==> src/rtl/dmem_arbiter.sv <==
// Arbiter sharing the single-port data memory between the CPU data port and a DMA/loader port.
// The CPU wins by default; a starved DMA request takes a locked burst while the CPU stalls.
module dmem_arbiter #(
    parameter int ADDR_W    = 11,
    parameter int MAX_WAIT  = 8,
    parameter int BURST_MAX = 4
) (
    input  logic              clk,
    input  logic              rst_n,
    input  logic              cpu_en,
    input  logic [3:0]        cpu_we,
    input  logic [ADDR_W-1:0] cpu_addr,
    input  logic [31:0]       cpu_wdata,
    output logic [31:0]       cpu_rdata,
    output logic              cpu_stall,
    input  logic              dma_req,
    input  logic [3:0]        dma_we,
    input  logic [ADDR_W-1:0] dma_addr,
    input  logic [31:0]       dma_wdata,
    output logic              dma_ack,
    output logic [31:0]       dma_rdata,
    output logic              dma_rvalid,
    output logic              mem_en,
    output logic [3:0]        mem_we,
    output logic [ADDR_W-1:0] mem_addr,
    output logic [31:0]       mem_wdata,
    input  logic [31:0]       mem_rdata
);

    localparam int WAIT_W = $clog2(MAX_WAIT + 1);
    localparam int BEAT_W = $clog2(BURST_MAX + 1);

    typedef enum logic {
        CPU_OWN = 1'b0,
        DMA_OWN = 1'b1
    } state_t;

    state_t             state_r;
    state_t             state_nxt_s;
    logic [WAIT_W-1:0]  wait_cnt_r;
    logic [WAIT_W-1:0]  wait_nxt_s;
    logic [BEAT_W-1:0]  beat_cnt_r;
    logic [BEAT_W-1:0]  beat_nxt_s;
    logic               starve_s;
    logic               dma_gnt_s;
    logic               cpu_gnt_s;
    logic [31:0]        dma_rdata_r;
    logic               dma_rvalid_r;

    // Grant decision, stall and next-state / counter update
    always_comb begin
        state_nxt_s = state_r;
        wait_nxt_s  = wait_cnt_r;
        beat_nxt_s  = beat_cnt_r;
        dma_gnt_s   = 1'b0;
        cpu_gnt_s   = 1'b0;
        cpu_stall   = 1'b0;
        starve_s    = (wait_cnt_r >= WAIT_W'(MAX_WAIT));
        if (!rst_n) begin
            state_nxt_s = CPU_OWN;
            wait_nxt_s  = '0;
            beat_nxt_s  = '0;
        end else begin
            case (state_r)
                CPU_OWN: begin
                    if (dma_req && (!cpu_en || starve_s)) begin
                        dma_gnt_s  = 1'b1;
                        cpu_stall  = cpu_en;
                        wait_nxt_s = '0;
                        if (cpu_en) begin
                            // Forced grant: first beat of a locked burst
                            beat_nxt_s = BEAT_W'(1);
                            if (BURST_MAX == 1) begin
                                state_nxt_s = CPU_OWN;
                            end else begin
                                state_nxt_s = DMA_OWN;
                            end
                        end else begin
                            beat_nxt_s = beat_cnt_r;
                        end
                    end else begin
                        cpu_gnt_s = cpu_en;
                        if (!dma_req) begin
                            wait_nxt_s = '0;
                        end else if (wait_cnt_r < WAIT_W'(MAX_WAIT)) begin
                            wait_nxt_s = wait_cnt_r + WAIT_W'(1);
                        end else begin
                            wait_nxt_s = wait_cnt_r;
                        end
                    end
                end
                DMA_OWN: begin
                    cpu_stall = cpu_en;
                    if (dma_req) begin
                        dma_gnt_s = 1'b1;
                        if ((beat_cnt_r + BEAT_W'(1)) == BEAT_W'(BURST_MAX)) begin
                            state_nxt_s = CPU_OWN;
                            beat_nxt_s  = '0;
                            wait_nxt_s  = '0;
                        end else begin
                            beat_nxt_s = beat_cnt_r + BEAT_W'(1);
                        end
                    end else begin
                        state_nxt_s = CPU_OWN;
                        beat_nxt_s  = '0;
                        wait_nxt_s  = '0;
                    end
                end
                default: begin
                    state_nxt_s = CPU_OWN;
                    wait_nxt_s  = '0;
                    beat_nxt_s  = '0;
                end
            endcase
        end
    end

    // Memory bus mux: only the granted side reaches memory, otherwise the bus idles at zero
    always_comb begin
        mem_en    = 1'b0;
        mem_we    = 4'b0000;
        mem_addr  = '0;
        mem_wdata = 32'h0000_0000;
        dma_ack   = dma_gnt_s;
        cpu_rdata = mem_rdata;
        if (dma_gnt_s) begin
            mem_en    = 1'b1;
            mem_we    = dma_we;
            mem_addr  = dma_addr;
            mem_wdata = dma_wdata;
        end else if (cpu_gnt_s) begin
            mem_en    = 1'b1;
            mem_we    = cpu_we;
            mem_addr  = cpu_addr;
            mem_wdata = cpu_wdata;
        end else begin
            mem_en = 1'b0;
        end
    end

    // Arbiter state and counters
    always_ff @(posedge clk) begin
        if (!rst_n) begin
            state_r    <= CPU_OWN;
            wait_cnt_r <= '0;
            beat_cnt_r <= '0;
        end else begin
            state_r    <= state_nxt_s;
            wait_cnt_r <= wait_nxt_s;
            beat_cnt_r <= beat_nxt_s;
        end
    end

    // DMA read return: capture data of an accepted read beat, pulse valid for one cycle
    always_ff @(posedge clk) begin
        if (!rst_n) begin
            dma_rdata_r  <= 32'h0000_0000;
            dma_rvalid_r <= 1'b0;
        end else if (dma_gnt_s && (dma_we == 4'b0000)) begin
            dma_rdata_r  <= mem_rdata;
            dma_rvalid_r <= 1'b1;
        end else begin
            dma_rvalid_r <= 1'b0;
        end
    end

    assign dma_rdata  = dma_rdata_r;
    assign dma_rvalid = dma_rvalid_r;

endmodule

==> config.mk <==
export PLATFORM = sky130hd
export DESIGN_NAME = dmem_arbiter
export DESIGN_NICKNAME = d
export VERILOG_FILES = /design/src/rtl/dmem_arbiter.sv
export SDC_FILE = /design/constraint.sdc
export NUM_CORES = 1
export LEC_CHECK = 0
export CORE_MARGIN = 4
export CORE_UTILIZATION = 33
export CTS_BUF_LIST = sky130_fd_sc_hd__clkbuf_4
export CTS_CLUSTER_DIAMETER = 60
export CTS_CLUSTER_SIZE = 30
export DETAILED_ROUTE_END_ITERATION = 10
export GPL_TIMING_DRIVEN = 0
export PLACE_DENSITY = 0.89
export SLEW_MARGIN = 10
export SYNTH_ARGS = -nofsm -noshare
export SYNTH_HDL_FRONTEND = slang
export SYNTH_SLANG_ARGS = --single-unit
==> constraint.sdc <==
create_clock -name clk -period 5.03 [get_ports clk]
set_input_delay 0.7545 -clock clk [delete_from_list [all_inputs] [get_ports clk]]
set_output_delay 0.7545 -clock clk [all_outputs]
set_load 0.03 [all_outputs]
==> metrics, run 1 <==
Detailed Place HPWL 8810 um; commonest non-fill, non-tap cell in the layout clkdlybuf4s50_1; WL/cell 16.4 um; vias in the first global route 3156; global-route wire length before repair around 16000 um; die width 94.1 um; worst-margin pin slew around 0.48 ns; Hold Crit Endpoint dma_rdata[22]; Worst setup SP type input pin; status complete, no violations; WP buf/inv 5; TritonCTS Buffers 5; most frequent cells in the layout clkdlybuf4s50_1 (243), a22o_1 (49), dfxtp_1 (41), inv_1 (36), buf_4 (35); largest net degree at the start of global routing 14; period utilization 0.783; Clock transition at path regs 0.13 ns; # setup viols final 0; initial DRC count 78; Mapped Area about 2400 um^2; Synth Area in XOR/XNOR 0.00358; Hold Buf Count CTS 0; die area about 8900 um^2; CP top delay family buffers and inverters; starting density of the core 0.339; Tmin final between 3 and 4 ns; Core Footprint 7210 um^2; drt drc 0; global route total overflow 0; pwr/cell area between 150 and 200 nW/um^2; RSZ-0062 raised after global routing no; initial antenna violation count 0; PostCTS Resize Cnt 0; flop-to-flop setup slack between 3 and 4 ns; Final Slew Violations 0; Reg2Reg Depth 4; cell count after synthesis 280; P_leak 2.34 nW; syn_area_per_cell around 9 um^2; Compound-Gate Fraction of Synth Area 0.204; Die Ht 94.1 um; Synth cell types 31; CP Capture Type output port; # diodes 0; Peak supply drop 0.165 mV; num ports 245; Design Power 0.833 mW; Cell Chain, Critical Path clkdlybuf4s50_1 > or3b_4 > and2_1 > clkbuf_1 > buf_6 > buf_6 > a22o_1 > clkdlybuf4s50_1; hold path start dma_rdata[22]; Detail Route Antenna Nets 0; Clock Skew 0.0170 ns; CTS tree yes; row count 31; post-synthesis mux area share 0.135; hold_ws 0.464 ns; first drt pass iteration count 4; Setup WS post-layout 1.09 ns; clock tree buffer depth 2; register area share after synthesis 0.335; crit path kind in -> out; clock sink count 41; #FFs+latches synth 41; top cell type's share of synthesized area 0.335; Post-Synth Simple-Gate Area 0.103; post-route insts no fill 630; Worst EP required 4.28 ns; largest family of logic cells by synthesized area compound AO/OA/AOI/OAI gates; fmax ~0.25 GHz; GPL Wtd Cong approximately 0.78; WHS Path Cells 2; via count 2937; I/O Buffers 243; YS warnings 0; final hold vios 0; Post-CTS Setup Bufs 0; vias per std cell 4.66; delay of the slowest critical-path stage 0.62 ns; H-tree depth 2; CTS root buf clkbuf_4; Post-Syn Nets 414; Critical R2R Capture dma_rdata[15]; drt total wl roughly 10000 um; Worst Hold Class reg -> reg; worst r2r src wait_cnt_r[3]; slowest CP cell clkdlybuf4s50_1; dpl cells 622; synth top area cells dfxtp_1 (34%), a22o_1 (18%), mux2i_1 (13%), buf_4 (11%), inv_1 (5.5%); gr usage total 0.225; area share of fa/ha/maj cells after synthesis 0.0204; Post-Place Worst Slack 1.08 ns; Layout Nets about 660; Fin Setup TNS 0 ns; Slew Limit Headroom 0.682; Area Growth Syn to Fin 107%; Yosys top cell by area dfxtp_1; Critical Path Fanout Max 10; worst path arrival time 3.18 ns; worst skew pair latency approximately 0.35 ns; share of cells above drive strength 1 0.0979; Max Cap Viol 0
## cell families after synthesis
group                    after synthesis
multiplexers                          33
AND/OR/NAND/NOR                       53
AO/OA/AOI/OAI                         60
adder cells (fa/ha/maj)                4
buffers and inverters                 88
flip-flops                            41
XOR/XNOR                               1
## layout make-up
| class | instances | area, um^2 |
|---|---|---|
| inverter | 36 | 135 |
| clock inverter | 3 | 16.3 |
| buffer | 52 | 349 |
| multi-input combinational | 151 | 1140 |
| tap | 99 | 124 |
| fill | 577 | 2160 |
| clock buffer | 5 | 37.5 |
| sequential | 41 | 821 |
| timing repair buffer | 243 | 2430 |
## flip-flops by register name (all words and copies together), names as in the netlist
| signal | count |
|---|---|
| beat_cnt_r | 3 |
| wait_cnt_r | 4 |
| dma_rvalid | 1 |
| state_r | 1 |
| dma_rdata | 32 |
## synth_stat cells, drive strengths merged
master	count
or2	1
mux2	1
a311oi	1
nor4	2
and2	2
a32oi	1
nor2b	3
a31oi	1
nand2	34
a22o	49
a21oi	5
dfxtp	41
nor2	3
o21a	1
nor4bb	1
or3b	1
nor3b	1
mux2i	32
buf	43
o21ai	1
ha	4
and3	1
inv	36
clkbuf	9
a221o	1
and4b	1
nand3b	1
nand3	2
xor2	1
## worst register-to-register path: stages (launching register included)
cell,delay [ns]
dfxtp_1,0.38
or3b_4,0.43
nand3_1,0.30
buf_4,0.29
mux2i_1,0.23
## worst max-delay path by stage
stage                start             to  slack [ns]  cells after the start
global route        cpu_en  mem_wdata[13]        0.99                      7
global placement    cpu_en  mem_wdata[18]        1.08                      8
finish              cpu_en  mem_wdata[25]        1.09                      8
floorplan           cpu_en  mem_wdata[16]        2.31                      6
detailed placement  cpu_en  mem_wdata[25]        1.08                      8
CTS                 cpu_en  mem_wdata[25]        1.07                      8
## stage by stage
step	instance area, um^2	util
floorplan	2450	-
global placement	5000	0.694
detailed placement	5000	0.694
CTS	5060	0.701
global route	5060	0.701
finish	5060	0.701
## routing by layer
| layer | GRT usage | share of wire | up-vias |
|---|---|---|---|
| met5 | 0 | 0 | - |
| met4 | 0.0758 | 0.026 | 0 |
| met3 | 0.0970 | 0.12 | 18 |
| met2 | 0.425 | 0.52 | 142 |
| met1 | 0.217 | 0.34 | 1350 |
| li1 | - | - | 1427 |
## report_power, final
part | total, mW | internal [mW] | switching, mW
Combinational | 0.342 | 0.191 | 0.152
Sequential | 0.328 | 0.327 | 0.00136
Clock | 0.162 | 0.0533 | 0.109
Total | 0.833 | 0.571 | 0.262
No activity file was read; power rests on OpenSTA's default activity.
==> inputs of run 2 (changes only) <==
--- a/config.mk
+++ b/config.mk
@@ -6,13 +6,13 @@
 export NUM_CORES = 1
 export LEC_CHECK = 0
 export CORE_MARGIN = 4
-export CORE_UTILIZATION = 33
+export CORE_UTILIZATION = 30
 export CTS_BUF_LIST = sky130_fd_sc_hd__clkbuf_4
 export CTS_CLUSTER_DIAMETER = 60
 export CTS_CLUSTER_SIZE = 30
 export DETAILED_ROUTE_END_ITERATION = 10
 export GPL_TIMING_DRIVEN = 0
-export PLACE_DENSITY = 0.89
+export PLACE_DENSITY = 0.82
 export SLEW_MARGIN = 10
 export SYNTH_ARGS = -nofsm -noshare
 export SYNTH_HDL_FRONTEND = slang
==> constraint.sdc (replaced) <==
create_clock -name clk -period 3.7 [get_ports clk]
set_input_delay 0.555 -clock clk [delete_from_list [all_inputs] [get_ports clk]]
set_output_delay 0.555 -clock clk [all_outputs]
set_load 0.03 [all_outputs]
==> run 2 against run 1 <==
Net effect: clock power up 78%; combinational power rose by 36%; clock-buffer cell count up 1; global-route usage decreased by 3.0 points; power is 44% higher; critical path depth unchanged; via count shrank 2.3%; worst hold slack improved by 0.00060 ns; sequential power grew 36%.
==> metrics, run 2 (synthesized netlist as in run 1, its figures left out) <==
status complete, no violations; Detailed Place HPWL 8510 um; pwr/cell area 236 nW/um^2; Seq. cell area between 800 and 900 um^2; hold path start dma_rdata[7]; part of the power in registers 0.372; Switch Pwr 0.347 mW; Die Ht 98.3 um; Worst Setup SP cpu_en; Worst Hold Class reg -> reg; clock sink count 41; # diodes 0; global route total overflow 0; P_int 0.852 mW; area of the multi-input gates 1140 um^2; PostCTS Resize Cnt 0; commonest non-fill, non-tap cell in the layout clkdlybuf4s50_1; Fin Setup TNS 0 ns; GPL Wtd Cong slightly above 0.9; RSZ-0062 raised after global routing no; flop-to-flop setup slack between 2 and 2.5 ns; Worst EP required 3.14 ns; row count 32; Post-CTS Setup Bufs 0; drt total wl 10000 um; delay of the slowest critical-path stage 0.61 ns; # setup viols final 0; first drt pass iteration count 4; max reg flops 32; die area 9670 um^2; Core Footprint 7850 um^2; worst skew pair latency approximately 0.34 ns; Layout Nets ~660; Worst setup SP type input pin; Max Cap Viol 0; initial DRC count 81; gr usage total 0.196; period utilization 0.943; Cell Chain, Critical Path clkdlybuf4s50_1 > or3b_4 > and2_1 > clkbuf_1 > buf_6 > buf_6 > a22o_1 > clkdlybuf4s50_1; num ports roughly 250; Tmin final approximately 3.5 ns; Setup WS post-layout 0.209 ns; crit path kind in -> out; Fillers 677; Post-Place Worst Slack 0.198 ns; vias in the first global route 2897; worst-margin pin slew 0.437 ns; Clock Skew 0.00860 ns; share of cells above drive strength 1 0.0998; Area Growth Syn to Fin 108%; Clock transition at path regs 0.11 ns; clock tree buffer depth 2; TritonCTS Buffers 5; drt drc 0; global-route wire length before repair 15200 um; CP Capture Type output port; H-tree depth 2; Critical Path Fanout Max 10; largest net degree at the start of global routing 13; slowest CP cell clkdlybuf4s50_1; WL/cell between 15 and 20 um; net switching fraction of the power 0.289; Final Slew Violations 0; worst path arrival time 2.94 ns; Hold Buf Count CTS 0; I/O Buffers 243; fmax 0.286 GHz; worst r2r src wait_cnt_r[3]; Detail Route Antenna Nets 0; starting density of the core 0.312; via count 2869; most frequent cells in the layout clkdlybuf4s50_1 (243), a22o_1 (49), dfxtp_1 (41), inv_1 (36), buf_4 (35); P_leak 2.35 nW; die width around 100 um; final hold vios 0; Peak supply drop about 0.18 mV; Gate power share 0.388; Clk network pwr share 0.240; hold_ws roughly 0.46 ns; CTS tree yes; Slew Limit Headroom 0.706; CTS root buf clkbuf_4; Design Power 1.20 mW; initial antenna violation count 0; vias per std cell 4.53
-- run 2: changes by cell type in the layout (fill, tap and decap cells not counted), sizes merged --
| cell | change |
|---|---|
| inv | -1 |
| bufinv | +1 |
| clkbuf | +1 |
| clkinv | -1 |
-- run 2: final timing paths --
| check | endpoint | cells past startpoint |
|---|---|---|
| max | mem_wdata[25] | 8 |
| min | dma_rdata[7] | 2 |
| max reg2reg | dma_rdata[13] | 4 |
| min reg2reg | dma_rdata[7] | 2 |
-- run 2: metrics by stage --
step | util | cell area (um^2) | std cells
global placement | 0.638 | 5010 | 625
global route | 0.648 | 5090 | 633
floorplan | - | 2450 | 280
detailed placement | 0.638 | 5010 | 625
CTS | 0.648 | 5090 | 633
finish | 0.648 | 5090 | 633
-- run 2: layout make-up --
class	instances	share of cell area
inverters	36	0.0266
clock inverters	2	0.00664
well taps	102	0.0251
clock buffers	6	0.00886
flip-flops and latches	41	0.161
repair buffers	243	0.478
multi-input cells	151	0.225
plain buffers	52	0.0686
-- run 2: power groups by stage --
stage,clock network [mW],logic [mW],registers [mW]
global placement,0,0.462,0.456
detailed placement,0,0.467,0.456
global route,0.317,0.488,0.447
finish,0.288,0.465,0.446
floorplan,0,0.198,0.461
CTS,0.299,0.469,0.446
-- run 2: metal layers --
| layer | GRT usage | wire, um | vias to the layer above |
|---|---|---|---|
| met1 | 0.194 | 3550 | 1289 |
| met2 | 0.382 | 5370 | 145 |
| li1 | - | - | 1425 |
| met4 | 0.0431 | 132 | 0 |
| met5 | 0 | 0 | - |
| met3 | 0.0729 | 984 | 10 |
-- run 2: critical path: cells and delay by family --
family | cells | cell delay [ns]
AO/OA/AOI/OAI | 1 | 0.23
buffers and inverters | 5 | 1.59
AND/OR/NAND/NOR | 2 | 0.56
